===== config.mk =====
export PLATFORM = sky130hd
export DESIGN_NAME = occupancy_monitor
export DESIGN_NICKNAME = d
export VERILOG_FILES = /design/src/rtl/occupancy_pkg.sv /design/src/rtl/occupancy_channel.sv /design/src/rtl/occupancy_monitor.sv
export SDC_FILE = /design/constraint.sdc
export NUM_CORES = 1
export LEC_CHECK = 0
export ABC_AREA = 1
export CORE_ASPECT_RATIO = 1.2
export CORE_MARGIN = 2
export CORE_UTILIZATION = 50
export CTS_BUF_LIST = sky130_fd_sc_hd__clkbuf_8
export DETAILED_ROUTE_END_ITERATION = 10
export PLACE_DENSITY = 0.73
export SLEW_MARGIN = 10
export SYNTH_ARGS = -nofsm -noshare
export SYNTH_HDL_FRONTEND = slang
export SYNTH_SLANG_ARGS = --single-unit

===== constraint.sdc =====
create_clock -name clk -period 5.45 [get_ports clk]
set_clock_uncertainty 0.15 [all_clocks]
set_input_delay 0.8175 -clock clk [delete_from_list [all_inputs] [get_ports clk]]
set_output_delay 0.8175 -clock clk [all_outputs]
set_load 0.005 [all_outputs]

===== src/rtl/occupancy_pkg.sv =====
// Shared types for the occupancy monitor: per-channel state encoding and run-counter width.
package occupancy_pkg;

  localparam int RUN_W = 8;

  typedef enum logic [1:0] {
    VACANT    = 2'd0,
    ARMING    = 2'd1,
    OCCUPIED  = 2'd2,
    RELEASING = 2'd3
  } ch_state_e;

endpackage


===== src/rtl/occupancy_channel.sv =====
// One debounced occupancy channel: run-length filter FSM plus registered arrive/depart pulses.
//
// state     | meaning
// VACANT    | stable vacant, flag = 0
// ARMING    | vacant, counting consecutive occupied samples
// OCCUPIED  | stable occupied, flag = 1
// RELEASING | occupied, counting consecutive vacant samples
module occupancy_channel
  import occupancy_pkg::*;
#(
  parameter int DEBOUNCE = 3
) (
  input  logic clk,
  input  logic reset,
  input  logic status,
  input  logic ch_en,
  output logic flag,
  output logic flag_nxt,
  output logic arrive,
  output logic depart
);

  localparam logic [RUN_W-1:0] RUN_LAST = RUN_W'(DEBOUNCE - 1);

  ch_state_e        state, state_nxt;
  logic [RUN_W-1:0] run_cnt, run_nxt;

  always_ff @(posedge clk or negedge reset) begin
    if (!reset) begin
      state   <= VACANT;
      run_cnt <= '0;
      arrive  <= 1'b0;
      depart  <= 1'b0;
    end else begin
      state   <= state_nxt;
      run_cnt <= run_nxt;
      arrive  <= flag_nxt & ~flag;
      depart  <= flag & ~flag_nxt;
    end
  end

  always_comb begin
    state_nxt = state;
    run_nxt   = run_cnt;
    if (!ch_en) begin
      state_nxt = VACANT;
      run_nxt   = '0;
    end else begin
      case (state)
        VACANT: begin
          if (status) begin
            if (DEBOUNCE == 1) begin
              state_nxt = OCCUPIED;
            end else begin
              state_nxt = ARMING;
              run_nxt   = RUN_W'(1);
            end
          end
        end
        ARMING: begin
          if (!status) begin
            state_nxt = VACANT;
            run_nxt   = '0;
          end else if (run_cnt == RUN_LAST) begin
            state_nxt = OCCUPIED;
            run_nxt   = '0;
          end else begin
            run_nxt = run_cnt + RUN_W'(1);
          end
        end
        OCCUPIED: begin
          if (!status) begin
            if (DEBOUNCE == 1) begin
              state_nxt = VACANT;
            end else begin
              state_nxt = RELEASING;
              run_nxt   = RUN_W'(1);
            end
          end
        end
        RELEASING: begin
          if (status) begin
            state_nxt = OCCUPIED;
            run_nxt   = '0;
          end else if (run_cnt == RUN_LAST) begin
            state_nxt = VACANT;
            run_nxt   = '0;
          end else begin
            run_nxt = run_cnt + RUN_W'(1);
          end
        end
        default: begin
          state_nxt = VACANT;
          run_nxt   = '0;
        end
      endcase
    end
  end

  // flag_nxt lets the top register count on the same edge that flag changes.
  always_comb begin
    flag     = (state == OCCUPIED) || (state == RELEASING);
    flag_nxt = (state_nxt == OCCUPIED) || (state_nxt == RELEASING);
  end

endmodule


===== src/rtl/occupancy_monitor.sv =====
// Multi-channel occupancy tracker: N_CH debounced channels plus a registered occupied-channel count.
module occupancy_monitor
  import occupancy_pkg::*;
#(
  parameter int N_CH     = 4,
  parameter int DEBOUNCE = 3,
  localparam int CNT_W   = $clog2(N_CH + 1)
) (
  input  logic             clk,
  input  logic             reset,
  input  logic [N_CH-1:0]  status,
  input  logic [N_CH-1:0]  ch_en,
  output logic [N_CH-1:0]  flag,
  output logic [N_CH-1:0]  arrive,
  output logic [N_CH-1:0]  depart,
  output logic [CNT_W-1:0] count,
  output logic             full,
  output logic             empty
);

  logic [N_CH-1:0]  flag_nxt;
  logic [CNT_W-1:0] pop_nxt;

  for (genvar i = 0; i < N_CH; i++) begin : g_ch
    occupancy_channel #(.DEBOUNCE(DEBOUNCE)) u_ch (
      .clk      (clk),
      .reset    (reset),
      .status   (status[i]),
      .ch_en    (ch_en[i]),
      .flag     (flag[i]),
      .flag_nxt (flag_nxt[i]),
      .arrive   (arrive[i]),
      .depart   (depart[i])
    );
  end

  // Counting next-state flags keeps count exactly aligned with flag, so it can never drift.
  always_comb begin
    pop_nxt = '0;
    for (int i = 0; i < N_CH; i++) begin
      pop_nxt = pop_nxt + CNT_W'(flag_nxt[i]);
    end
  end

  always_ff @(posedge clk or negedge reset) begin
    if (!reset) begin
      count <= '0;
    end else begin
      count <= pop_nxt;
    end
  end

  assign full  = (count == CNT_W'(N_CH));
  assign empty = (count == '0);

endmodule


==> metrics.cfg <==
[routing]
viasPerCell = 4.82
ant_nets = 0
routedWlPerCell_um = 10.6
routed_wirelength_mm = 5.50
drtPass1Iterations = 4
drt-initial-drc-count = 168
via_count = 2495
drc_errors = 0

[clock_network]
cts_resized = 0
hold_buffers = 0
postCtsSetupRepairBufs = 0
clk_path_buf_depth = 2
cts.root.buffer_cell = clkbuf_8
htreeDepth = 2
cts_tree = built
clkSlewWorstSetupHoldPaths_ps = 100
clk_latency_ps = 310
numClockSinks = 51
cts_buffers = 5

[yosys]
syn_area_um2 = 3070
syn_inst = 419
synth_cell_type_count = 28
synth.avg_cell_area_um2 = 7.33
synth_edf_count = 0
async_flop_share = 1.00
synth.net_count = 440
yosys_warnings = 0
synth_flop_cell = dfrtp_1
ys_seq_elements = 51
seq_area_frac_synth = 0.416

[critical_path]
critPathCaptureType = flop
worstPathRequired_ps = 5500
worst-r2r-cell-count = 13
rr_endpoint = count[1]
worstSetupPathType = in2reg
rrSetupSlack_ps = 2810
rr_startpoint = g_ch[0].u_ch.run_cnt[0]
crit_chain = clkdlybuf4s50_1 > inv_2 > a21oi_1 > nand2_1 > fa_1 > inv_1 > ha_1 > ha_1
slowest_delay_ps = 550
start_kind = input pin
critPathArrivalTime_ps = 2760
crit_family = adder cells
crit_slowest_cell = clkdlybuf4s50_1
path_max_fanout = 4
path_buf_inv = 3
crit_top_cell = ha_1

[grt]
grt_pass1_wl_mm = 10.0
grt_max_degree = 52
grt_overflow = 0
grt_pass1_vias = 2363
antenna_found_initial = 0
globalRouteTotalUtil = 0.185

[run]
maxCapViolations = 0

[sta]
setup_viol = 0
max_freq_mhz = 368
setup_tns_ps = 0
slew_viol_final = 0
setup_ws_ps = 2730
tightestPinTransition_ps = 637
finalHoldViolCount = 0
min_period_ps = 2720
timing.slew.headroom = 0.575
finalCritPeriodShare = 0.498
rsz0062_at_grt = false

[die]
die_x_um = 75.5
rows = 31
start_util = 0.514
core-area_um2 = 5970
pin_count = 27
die_area_um2 = 6780
die_h_um = 89.8

[pwr]
ir_worst_vdd_mv = 0.131
leakage_nw = 1.75
powerDensity_nw_per_um2 = 202

[cells_and_area]
nets = 456
antenna_cells = 0
synthToLayoutAreaGrowth_pct = 10.7
drive_gt1_frac = 0.0963

[place]
dp_hpwl_mm = 4.22
numPortBuffers = 26
gp_congestion = 0.844
dp_slack_ps = 2400

[worst_hold_path]
holdPathStages = 2
min_to = g_ch[2].u_ch.run_cnt[4]
min_from = g_ch[2].u_ch.run_cnt[4]
hp-class = reg2reg

[run_status]
status = completed

==> sequential cells by signal, indices dropped and copies added (netlist names) <==
name and count:
g_ch.u_ch.depart 4, g_ch.u_ch.run_cnt 32, g_ch.u_ch.arrive 4, g_ch.u_ch.state 8, count 3
==> logic make-up after synthesis <==
kind of cell	after synthesis	share of synthesized area
compound gates	21	0.0342
fa+ha+maj	11	0.0473
xor+xnor	4	0.0114
simple gates	240	0.356
buf+inv	92	0.135
flops	51	0.416
==> placed cells by master (no fill, tap or decap) <==
cell | Yosys | routed
nor3b_1 | 3 | 3
xor2_1 | 4 | 4
inv_1 | 61 | 61
fa_1 | 1 | 1
ha_1 | 10 | 10
nor2_4 | 3 | 3
nand4_1 | 19 | 19
nand3_2 | 1 | 1
nand2_4 | 2 | 2
o21ai_1 | 3 | 3
nor2_1 | 55 | 55
nand3b_1 | 1 | 1
buf_4 | 12 | 1
a21oi_1 | 9 | 9
clkinvlp_4 | 0 | 1
nand2_1 | 112 | 112
clkinv_4 | 0 | 1
nor3_1 | 3 | 3
clkbuf_8 | 0 | 6
inv_2 | 13 | 13
dfrtp_1 | 51 | 51
nand2_2 | 4 | 4
clkdlybuf4s50_1 | 0 | 25
buf_2 | 0 | 1
o21ai_0 | 9 | 9
nor2_2 | 7 | 7
nand3_1 | 28 | 28
nand3_4 | 1 | 1
nor3_2 | 1 | 1
==> power by group <==
group / internal, W / switching, W
Sequential: 0.000384 / 0.00000623
Combinational: 0.0000204 / 0.0000409
Clock: 0.000104 / 0.000131
==> Yosys cell counts (2+ instances only) <==
master / number / area, um2
nor2_1: 55 / 206
ha_1: 10 / 125
dfrtp_1: 51 / 1280
clkbuf_1: 3 / 11.3
inv_1: 61 / 229
nor2_2: 7 / 43.8
buf_4: 12 / 90.1
nand4_1: 19 / 119
nor2_4: 3 / 33.8
o21ai_1: 3 / 15.0
a21oi_1: 9 / 45.0
nand3_1: 28 / 140
nor3b_1: 3 / 22.5
nor3_1: 3 / 15.0
xor2_1: 4 / 35.0
o21ai_0: 9 / 45.0
nand2_1: 112 / 420
inv_2: 13 / 48.8
nand2_2: 4 / 25.0
nand2_4: 2 / 22.5
==> worst max path at each step <==
stage / startpoint / endpoint / slack (ps) / cells past startpoint
2_1_floorplan: g_ch[0].u_ch.run_cnt[0] / count[1] / 3010 / 13
3_3_place_gp: ch_en[0] / count[1] / 2450 / 8
3_5_place_dp: ch_en[0] / count[1] / 2400 / 8
4_1_cts: ch_en[0] / count[1] / 2740 / 8
5_1_grt: g_ch[1].u_ch.run_cnt[0] / count[1] / 2460 / 11
6_report: ch_en[0] / count[1] / 2730 / 8
==> stage by stage <==
stage | instances | area [um2] | util | hold WS [ps] | total power [W]
finish | 518 | 3400 | 0.569 | 373 | 0.000686
global route | 518 | 3400 | 0.569 | 405 | 0.000720
CTS | 518 | 3400 | 0.569 | 377 | 0.000698
detailed placement | 510 | 3300 | 0.552 | 352 | 0.000460
global placement | 510 | 3300 | 0.552 | 347 | 0.000459
floorplan | 419 | 3070 | - | 319 | 0.000436
==> cell type report <==
class	count	area [um2]
multi-input cells	276	1380
fillers	575	2580
clock inverters	2	16.3
repair buffers	27	263
clock buffers	6	82.6
inverters	74	278
well taps	82	103
flip-flops and latches	51	1280
==> routing by layer <==
layer	routed length [um]	GRT usage
met1	2480	0.238
met2	2760	0.311
met3	167	0.0336
met4	91	0.0585
met5	0	0
==> tightest hold or removal path: cells and delay by family (launching register included) <==
| family | cells | cell delay, ps |
|---|---|---|
| DFF | 1 | 380 |
| and+or+nand+nor | 2 | 110 |
Power figures use the tool's default switching activity.
